### config.mk
export PLATFORM = sky130hd
export DESIGN_NAME = perf_counter_bank_flat
export DESIGN_NICKNAME = d
export VERILOG_FILES = /design/src/rtl/perf_pkg.sv /design/src/rtl/perf_counter_bank_if.sv /design/src/rtl/perf_counter_cell.sv /design/src/rtl/perf_counter_bank.sv /design/src/flat_wrapper.sv
export SDC_FILE = /design/constraint.sdc
export NUM_CORES = 2
export LEC_CHECK = 0
export BUFFER_PORTS_ARGS = -buffer_cell sky130_fd_sc_hd__clkbuf_2
export CORE_MARGIN = 2
export CORE_UTILIZATION = 53
export DETAILED_ROUTE_END_ITERATION = 10
export PLACE_DENSITY = 0.76
export SYNTH_ARGS = -nofsm -noshare
export SYNTH_HDL_FRONTEND = slang
export SYNTH_SLANG_ARGS = --single-unit
### constraint.sdc
create_clock -name clk -period 73.9 [get_ports clk]
set_input_delay 22.17 -clock clk [delete_from_list [all_inputs] [get_ports clk]]
set_output_delay 22.17 -clock clk [all_outputs]
set_load 0.05 [all_outputs]
### src/rtl/perf_pkg.sv
// Shared types and helpers for the performance-counter bank.
package perf_pkg;

  // Dump index width; a single-channel bank still needs a 1-bit index.
  function automatic int unsigned perf_id_w(input int unsigned n);
    return (n > 1) ? $clog2(n) : 1;
  endfunction

  typedef enum logic [0:0] {IDLE, DUMP} perf_state_e;

  // Default geometry of a bank; trace collectors use these to size dump records.
  localparam int unsigned PerfDefNumEvt = 16;
  localparam int unsigned PerfDefCntW   = 32;
  localparam int unsigned PerfDefIdW    = perf_id_w(PerfDefNumEvt);

  typedef struct packed {
    logic [PerfDefIdW-1:0]  id;
    logic [PerfDefCntW-1:0] value;
    logic                   ovf;
    logic                   last;
  } perf_dump_t;

endpackage

### src/rtl/perf_counter_bank_if.sv
// Control, event and dump-stream signals of one perf_counter_bank.
interface perf_counter_bank_if #(
  parameter int unsigned NUM_EVT = 16,
  parameter int unsigned CNT_W   = 32,
  parameter int unsigned INC_W   = 3,
  parameter int unsigned ID_W    = perf_pkg::perf_id_w(NUM_EVT)
);
  logic                     en;
  logic [NUM_EVT*INC_W-1:0] evt_inc;
  logic                     clear;
  logic                     snap_req;
  logic                     snap_busy;
  logic                     dump_valid;
  logic                     dump_ready;
  logic [ID_W-1:0]          dump_id;
  logic [CNT_W-1:0]         dump_value;
  logic                     dump_ovf;
  logic                     dump_last;

  // Event source / dump consumer side.
  modport master (
    output en, evt_inc, clear, snap_req, dump_ready,
    input  snap_busy, dump_valid, dump_id, dump_value, dump_ovf, dump_last
  );

  // Counter bank side.
  modport slave (
    input  en, evt_inc, clear, snap_req, dump_ready,
    output snap_busy, dump_valid, dump_id, dump_value, dump_ovf, dump_last
  );
endinterface

### src/rtl/perf_counter_cell.sv
// One live event counter with sticky overflow; priority clear > restart > increment.
module perf_counter_cell #(
  parameter int unsigned CNT_W = 32,
  parameter int unsigned INC_W = 3
) (
  input  logic             clk,
  input  logic             rst,
  input  logic             en,
  input  logic             clear,
  input  logic             restart,
  input  logic [INC_W-1:0] inc,
  output logic [CNT_W-1:0] cnt,
  output logic             ovf
);
  logic [CNT_W-1:0] cnt_q, cnt_d;
  logic             ovf_q, ovf_d;
  logic [CNT_W:0]   inc_ext;
  logic [CNT_W:0]   sum;

  assign inc_ext = (CNT_W + 1)'(inc);
  // Top bit of sum is the carry out of the counter width.
  assign sum     = {1'b0, cnt_q} + inc_ext;

  // Next-state: restart keeps the snapshot cycle's own events so none are lost.
  always_comb begin
    cnt_d = cnt_q;
    ovf_d = ovf_q;
    if (clear) begin
      cnt_d = '0;
      ovf_d = 1'b0;
    end else if (restart) begin
      cnt_d = en ? inc_ext[CNT_W-1:0] : '0;
      ovf_d = 1'b0;
    end else if (en) begin
      cnt_d = sum[CNT_W-1:0];
      ovf_d = ovf_q | sum[CNT_W];
    end
  end

  // Counter and sticky flag registers.
  always_ff @(posedge clk or posedge rst) begin
    if (rst) begin
      cnt_q <= '0;
      ovf_q <= 1'b0;
    end else begin
      cnt_q <= cnt_d;
      ovf_q <= ovf_d;
    end
  end

  assign cnt = cnt_q;
  assign ovf = ovf_q;
endmodule

### src/rtl/perf_counter_bank.sv
// Bank of event counters with atomic snapshot into shadows and a valid/ready dump stream.
module perf_counter_bank
  import perf_pkg::*;
#(
  parameter int unsigned NUM_EVT     = 16,
  parameter int unsigned CNT_W       = 32,
  parameter int unsigned INC_W       = 3,
  parameter int unsigned WINDOW      = 0,
  parameter bit          CLR_ON_SNAP = 1'b0
) (
  input logic clk,
  input logic rst,
  perf_counter_bank_if.slave bus
);
  localparam int unsigned ID_W  = perf_id_w(NUM_EVT);
  localparam int unsigned WIN_W = (WINDOW > 1) ? $clog2(WINDOW) : 1;
  localparam logic [ID_W-1:0] LastIdx = ID_W'(NUM_EVT - 1);

  perf_state_e      state_q, state_d;
  logic [ID_W-1:0]  idx_q, idx_d;
  logic [CNT_W-1:0] live_cnt [NUM_EVT];
  logic [NUM_EVT-1:0] live_ovf;
  logic [CNT_W-1:0] shadow_q [NUM_EVT];
  logic [NUM_EVT-1:0] shadow_ovf_q;
  logic             auto_pend_q, auto_pend_d;
  logic             win_wrap;
  logic             trigger;
  logic             restart;
  logic             dumping;

  assign dumping = (state_q == DUMP);
  assign trigger = (state_q == IDLE) && (bus.snap_req || auto_pend_q);
  assign restart = CLR_ON_SNAP && trigger;

  for (genvar i = 0; i < NUM_EVT; i++) begin : g_cell
    perf_counter_cell #(
      .CNT_W (CNT_W),
      .INC_W (INC_W)
    ) u_cell (
      .clk     (clk),
      .rst     (rst),
      .en      (bus.en),
      .clear   (bus.clear),
      .restart (restart),
      .inc     (bus.evt_inc[i*INC_W +: INC_W]),
      .cnt     (live_cnt[i]),
      .ovf     (live_ovf[i])
    );
  end

  // Shadow capture of pre-update live values on the trigger edge.
  always_ff @(posedge clk or posedge rst) begin
    if (rst) begin
      for (int i = 0; i < NUM_EVT; i++) shadow_q[i] <= '0;
      shadow_ovf_q <= '0;
    end else if (trigger) begin
      for (int i = 0; i < NUM_EVT; i++) shadow_q[i] <= live_cnt[i];
      shadow_ovf_q <= live_ovf;
    end
  end

  if (WINDOW > 0) begin : g_win
    logic [WIN_W-1:0] win_q;

    assign win_wrap = bus.en && (win_q == WIN_W'(WINDOW - 1));

    // Window counter advances on enabled cycles only.
    always_ff @(posedge clk or posedge rst) begin
      if (rst) begin
        win_q <= '0;
      end else if (bus.clear) begin
        win_q <= '0;
      end else if (bus.en) begin
        win_q <= win_wrap ? '0 : win_q + WIN_W'(1);
      end
    end
  end else begin : g_no_win
    assign win_wrap = 1'b0;
  end

  // Single pending auto request; a new wrap wins over consumption in the same cycle.
  always_comb begin
    auto_pend_d = auto_pend_q;
    if (bus.clear) begin
      auto_pend_d = 1'b0;
    end else if (win_wrap) begin
      auto_pend_d = 1'b1;
    end else if (trigger) begin
      auto_pend_d = 1'b0;
    end
  end

  // FSM next-state: walk idx through the shadows, one entry per handshake.
  always_comb begin
    state_d = state_q;
    idx_d   = idx_q;
    case (state_q)
      IDLE: begin
        if (trigger) begin
          state_d = DUMP;
          idx_d   = '0;
        end
      end
      DUMP: begin
        if (bus.dump_ready) begin
          if (idx_q == LastIdx) begin
            state_d = IDLE;
            idx_d   = '0;
          end else begin
            idx_d = idx_q + ID_W'(1);
          end
        end
      end
      default: state_d = IDLE;
    endcase
  end

  // FSM, index and pending-request registers.
  always_ff @(posedge clk or posedge rst) begin
    if (rst) begin
      state_q     <= IDLE;
      idx_q       <= '0;
      auto_pend_q <= 1'b0;
    end else begin
      state_q     <= state_d;
      idx_q       <= idx_d;
      auto_pend_q <= auto_pend_d;
    end
  end

  // Dump outputs come from registered state only and read zero while idle.
  assign bus.snap_busy  = dumping;
  assign bus.dump_valid = dumping;
  assign bus.dump_id    = dumping ? idx_q : '0;
  assign bus.dump_value = dumping ? shadow_q[idx_q] : '0;
  assign bus.dump_ovf   = dumping && shadow_ovf_q[idx_q];
  assign bus.dump_last  = dumping && (idx_q == LastIdx);
endmodule

### src/flat_wrapper.sv
// flat-port wrapper written by rule: the top's interface ports become plain ports
module perf_counter_bank_flat import perf_pkg::*;
#(
  parameter int unsigned NUM_EVT     = 16,
  parameter int unsigned CNT_W       = 32,
  parameter int unsigned INC_W       = 3,
  parameter int unsigned WINDOW      = 0,
  parameter bit          CLR_ON_SNAP = 1'b0
)
  (clk, rst, bus_en, bus_evt_inc, bus_clear, bus_snap_req, bus_dump_ready, bus_snap_busy, bus_dump_valid, bus_dump_id, bus_dump_value, bus_dump_ovf, bus_dump_last);
  perf_counter_bank_if #(.NUM_EVT(NUM_EVT), .CNT_W(CNT_W), .INC_W(INC_W)) bus_i ();
  input logic clk;
  input logic rst;
  input wire logic [$bits(bus_i.en)-1:0] bus_en;
  input wire logic [$bits(bus_i.evt_inc)-1:0] bus_evt_inc;
  input wire logic [$bits(bus_i.clear)-1:0] bus_clear;
  input wire logic [$bits(bus_i.snap_req)-1:0] bus_snap_req;
  input wire logic [$bits(bus_i.dump_ready)-1:0] bus_dump_ready;
  output wire logic [$bits(bus_i.snap_busy)-1:0] bus_snap_busy;
  output wire logic [$bits(bus_i.dump_valid)-1:0] bus_dump_valid;
  output wire logic [$bits(bus_i.dump_id)-1:0] bus_dump_id;
  output wire logic [$bits(bus_i.dump_value)-1:0] bus_dump_value;
  output wire logic [$bits(bus_i.dump_ovf)-1:0] bus_dump_ovf;
  output wire logic [$bits(bus_i.dump_last)-1:0] bus_dump_last;
  assign bus_i.en = bus_en;
  assign bus_i.evt_inc = bus_evt_inc;
  assign bus_i.clear = bus_clear;
  assign bus_i.snap_req = bus_snap_req;
  assign bus_i.dump_ready = bus_dump_ready;
  assign bus_snap_busy = bus_i.snap_busy;
  assign bus_dump_valid = bus_i.dump_valid;
  assign bus_dump_id = bus_i.dump_id;
  assign bus_dump_value = bus_i.dump_value;
  assign bus_dump_ovf = bus_i.dump_ovf;
  assign bus_dump_last = bus_i.dump_last;
  perf_counter_bank #(.NUM_EVT(NUM_EVT), .CNT_W(CNT_W), .INC_W(INC_W), .WINDOW(WINDOW), .CLR_ON_SNAP(CLR_ON_SNAP)) u_core (.clk(clk), .rst(rst), .bus(bus_i));
endmodule
# --- Yosys cells after proc, flatten, opt, wreduce, memory -nomap -nowiden ---
# Index checks and enable logic that the tools add are counted.
word_totals:
  register_bits: 1062
  elab_cells: 180
  inputBits: 54
op_classes:
  n_addsub: 17
  eq_ne: 3
  reduce_logical: 7
  bitwise: 18
  muxes: 81
  magnitude_cmp: 2
ops:
  columns: ["cell", "n"]
  rows:
  - ["32-bit two-way mux", 35]
  - ["32-bit by 3-bit adder with 33-bit output", 16]
  - ["32-bit binary-select mux with 4-bit select", 1]
  - ["1-bit two-way mux", 38]
  - ["4-bit two-way mux", 4]
  - ["1-bit OR", 16]
  - ["4-bit one-hot mux with 2 select lines", 1]
  - ["5-bit >= comparator, second input constant", 1]
  - ["4-bit by 5-bit less-than comparator with 1-bit output, second input constant", 1]
  - ["4-bit NOT with 5-bit output", 1]
  - ["4-bit by 1-bit adder with 4-bit output, second input constant", 1]
  - ["1-bit binary-select mux with 4-bit select", 1]
  - ["4-bit == test, second input constant", 1]
  - ["2-bit nonzero test", 2]
  - ["1-bit logical AND", 3]
  - ["2-bit by 1-bit inequality test with 1-bit output, second input constant", 1]
  - ["2-bit inequality test, second input constant", 1]
  - ["1-bit one-hot mux with 2 select lines", 1]
  - ["2-bit AND reduction", 1]
  - ["1-bit logical OR", 1]
  - ["1-bit NOT", 1]

# --- Depth between registers and ports, before layout ---
logic_depth:
  ltp_word: 5
  depth_mapped: 9
  ltp_nobuf: 8

# --- Hierarchy ---
# From an unflattened synthesis, not the netlist that was laid out.
hier_totals:
  hier_cells: 5782
  hier_area_um2: 54212.0
by_module_without_submodules:
  columns: ["module", "seq_area_each_um2", "n_inst", "area_per_inst_um2", "cells_per_inst"]
  rows:
  - ["perf_counter_cell (u_core.g_cell[0].u_cell ...)", 825.8, 15, 1850.5, 186]
  - ["perf_counter_bank", 13337.8, 1, 24593.6, 2797]
  - ["perf_counter_cell (u_core.g_cell[9].u_cell)", 825.8, 1, 1860.5, 195]

# --- Worst setup path before layout ---
# OpenSTA, ideal clock, no wires.
synth_timing:
  kind: "flip-flop to output port"
  startpoint: "reg u_core.idx_q[1]"
  endpoint: "out bus_dump_value[0]"
  setup_slack_ns: 49.197
  stages_incl_launch_ff: 8
  arrival_ns: 2.533
  path_cell_list: "dfrtp_1 -> buf_2 -> buf_2 -> clkbuf_1 -> buf_2 -> mux4_2 -> mux2i_1 -> o22ai_1"
synth_between:
  elab_chain_cells: 5
synth_lines:
  columns: ["element", "line_no", "source"]
  rows:
  - ["start, declared", "perf_counter_bank.sv:20", "logic [ID_W-1:0] idx_q, idx_d;"]
  - ["start signal, assigned", "perf_counter_bank.sv:126", "idx_q <= idx_d;"]
  - ["4-bit NOT with 5-bit output (implied by the code)", "perf_counter_bank.sv:135", "assign bus.dump_value = dumping ? shadow_q[idx_q] : '0;"]
  - ["32-bit binary-select mux with 4-bit select", "perf_counter_bank.sv:135", null]
  - ["32-bit two-way mux (implied by the code) (2 in series)", "perf_counter_bank.sv:135", null]
  - ["32-bit two-way mux", "perf_counter_bank.sv:135", null]
  - ["end, declared", "flat_wrapper.sv:22", "output wire logic [$bits(bus_i.dump_value)-1:0] bus_dump_value;"]
# No other way between the ends. The select of a mux whose other input is x is not followed.

# --- Final worst setup path ---
# Same ends and word-level chain as after synthesis.

==> out/results.ini <==
[logic_synthesis]
synthCells=5407
synth_edf_count=0
synthTopCellsByArea=dfrtp_1 (52%), nand2_1 (12%), mux4_2 (5.8%)
syn_nets=5526
ys_ff_latch=1061
seq_area_frac_synth_pct=51.8
synth_top_area_share_pct=51.8
syn_area_mm2=0.0512
synth_cell_types=60
yosysTopAreaCell=dfrtp_1
synth.avg_cell_area_um2=9.47
synth_flop_cell=dfrtp_1
ys_warn_count=0
async_reset_ff_share_pct=100

[die]
die_h_um=315
rows=114
coreArea_mm2=0.0963
die_w_um=315
die_area_mm2=0.0992
start_util_pct=53.2
ios=94

[global_routing]
grt.busiest_layer=met2
grt_antenna_before_repair=4
first_global_vias=38900
track_usage_pct=29.9
grt_start_max_net_pins=208
grt_pass1_wl_mm=229
use_met2_pct=45.3
gr-usage-met1_pct=40.4
grt_overflow=0
grt_use_met3_pct=6.85

[timing]
setup-tns-final_ns=0
period_needed_ns=27.39
period_share_pct=37.1
slew_headroom_pct=7.09
worst_pin_slew_ns=1.38
rsz0062_at_grt=no
final-hold-violation-count=0
setup_viol=0
fmax_mhz=36.5
skew_ns=0.0412
drv_slew=0

[power]
p_leak_nw=26.8
power.switching_w=0.000387
clkPwrFrac_pct=41.3
p_int_w=0.00101
cellPowerDensity_mw_per_mm2=24.7
comb_power_share_pct=13.1
switching_share_pct=27.7
share_seq_of_total_power_pct=45.6
total_power_w=0.00139
peakVddDrop_v=0.0000213

[drt]
vias=40500
viasPerCell=6.00
wl_mm=147
routedWlPerCell_um=21.8
ant_nets=0
route.detailed.drc=0
drtPass1Iterations=5
drt_iter0_markers=5218

[layout]
most-common-layout-cells=nand2_1 (1641), dfrtp_1 (1058), nor2_1 (557)
fin_area_mm2=0.0566
final_nets=5502
multi_input_area_mm2=0.0233
regArea_mm2=0.0266
final_core_util_pct=58.7
layout_commonest_cell=nand2_1
nFillCells=7828
drive_gt1_share_pct=8.96
area_growth_pct=10.4
diodes=0

[critical_path]
rr_startpoint=u_core.bus.dump_valid
crit_fanout=52
worstReg2RegEnd=u_core.shadow_q[293]
arrival_ns=5.22
crit_type=flip-flop to output pin
r2r_cells=6
r2r_setup_slack_ns=70.44
required_ns=51.73
end_kind=output pin
critPathLaunchType=flip-flop

[clock_tree]
clkTransAtPathRegs_ns=0.06
ctsHtreeMaxLevel=3
post_cts_buffers=0
hold_buffers=0
cts_resized=0
clock_latency_ns=0.69
clock-sinks=1061
cts-root-buf=clkbuf_16
cts_buffer_depth=3
cts_tree=built
cts_buffers=107

[placement]
place.gp.congestion=0.965
dp_hpwl_mm=101
placed_cell_area_mm2=0.0528
io_buffers=93

[worst_hold_path]
hp-start=u_core.g_cell[11].u_cell.ovf
min_to=u_core.shadow_ovf_q[11]
min_path_type=flip-flop to flip-flop
min_path_cells=2

[outcome]
status=completed

[flow_run]
maxCapViolCount=0

-- cell type report --
type | count | share of cell area [%]
tap | 1276 | 2.82
inverter | 96 | 0.650
timing repair buffer | 153 | 1.73
clock inverter | 31 | 0.845
clock buffer | 164 | 5.81
sequential | 1061 | 47.0
multi-input combinational | 3964 | 41.2
-- flip-flops by register name (all words and copies together) (netlist names) --
name,flops
u_core.bus.dump_valid,1
u_core.g_cell.u_cell.cnt,512
u_core.g_cell.u_cell.ovf,16
u_core.idx_q,4
u_core.shadow_ovf_q,16
u_core.shadow_q,512
-- cells in the mapped netlist (5+ instances only) --
master,number
a211oi_1,29
a21o_1,10
a21oi_1,92
and2_1,28
and3_1,82
and4_1,45
buf_1,25
buf_2,13
clkbuf_1,247
dfrtp_1,1061
fa_1,16
ha_1,49
inv_1,96
mux2i_1,82
mux4_2,132
nand2_1,1641
nand2b_1,15
nand3_1,180
nand4_1,219
nor2_1,558
nor2b_1,13
nor3_1,58
nor4_1,46
o2111ai_1,5
o211ai_1,11
o21ai_0,86
o22ai_1,36
or3_1,32
xnor2_1,120
xor2_1,319
-- critical path, cell delays in order (launching register included) --
cell and delay, ns:
dfrtp_4 0.90, buf_4 0.90, buf_4 0.79, mux4_2 0.61
mux2i_1 0.60, o22ai_1 0.34, clkbuf_2 0.32
-- power by group through the flow --
stage          clock (W)  combinational, W  sequential (W)
5_1_grt         0.000605          0.000196        0.000638
4_1_cts         0.000581          0.000181        0.000635
3_3_place_gp           0          0.000178        0.000645
2_1_floorplan          0          0.000148        0.000620
3_5_place_dp           0          0.000181        0.000645
6_report        0.000576          0.000182        0.000636
-- routing by layer --
layer | wire length (µm) | vias up
met2 | 66100 | 1807
met3 | 13600 | 389
li1 | - | 18000
met5 | 40 | -
met4 | 8910 | 6
met1 | 58200 | 20200
-- cell families after synthesis --
group,synth area share (%)
AND/OR/NAND/NOR,24.9
flip-flops,51.8
XOR/XNOR,7.51
buffers and inverters,2.84
AO/OA/AOI/OAI,3.66
multiplexers,7.45
adder cells (fa/ha/maj),1.82
-- metrics by stage --
stage / hold slack [ns] / worst slack (ns) / instances
2_1_floorplan: 0.430 / 21.86 / 5407
3_3_place_gp: 0.452 / 47.34 / 6549
3_5_place_dp: 0.453 / 47.30 / 6549
4_1_cts: 0.470 / 46.58 / 6744
5_1_grt: 0.486 / 46.23 / 6745
6_report: 0.465 / 46.51 / 6745
-- how the worst max path moves through the flow --
| stage | from | to | slack [ns] |
|---|---|---|---|
| 6_report | u_core.idx_q[1] | bus_dump_value[0] | 46.51 |
| 3_3_place_gp | rst | u_core.g_cell[7].u_cell.cnt[7] | 47.34 |
| 2_1_floorplan | rst | u_core.bus.dump_valid | 21.86 |
| 4_1_cts | u_core.idx_q[1] | bus_dump_value[0] | 46.58 |
| 5_1_grt | u_core.idx_q[1] | bus_dump_value[0] | 46.23 |
| 3_5_place_dp | u_core.idx_q[1] | bus_dump_value[0] | 47.30 |
No activity file was read; power rests on OpenSTA's default activity.
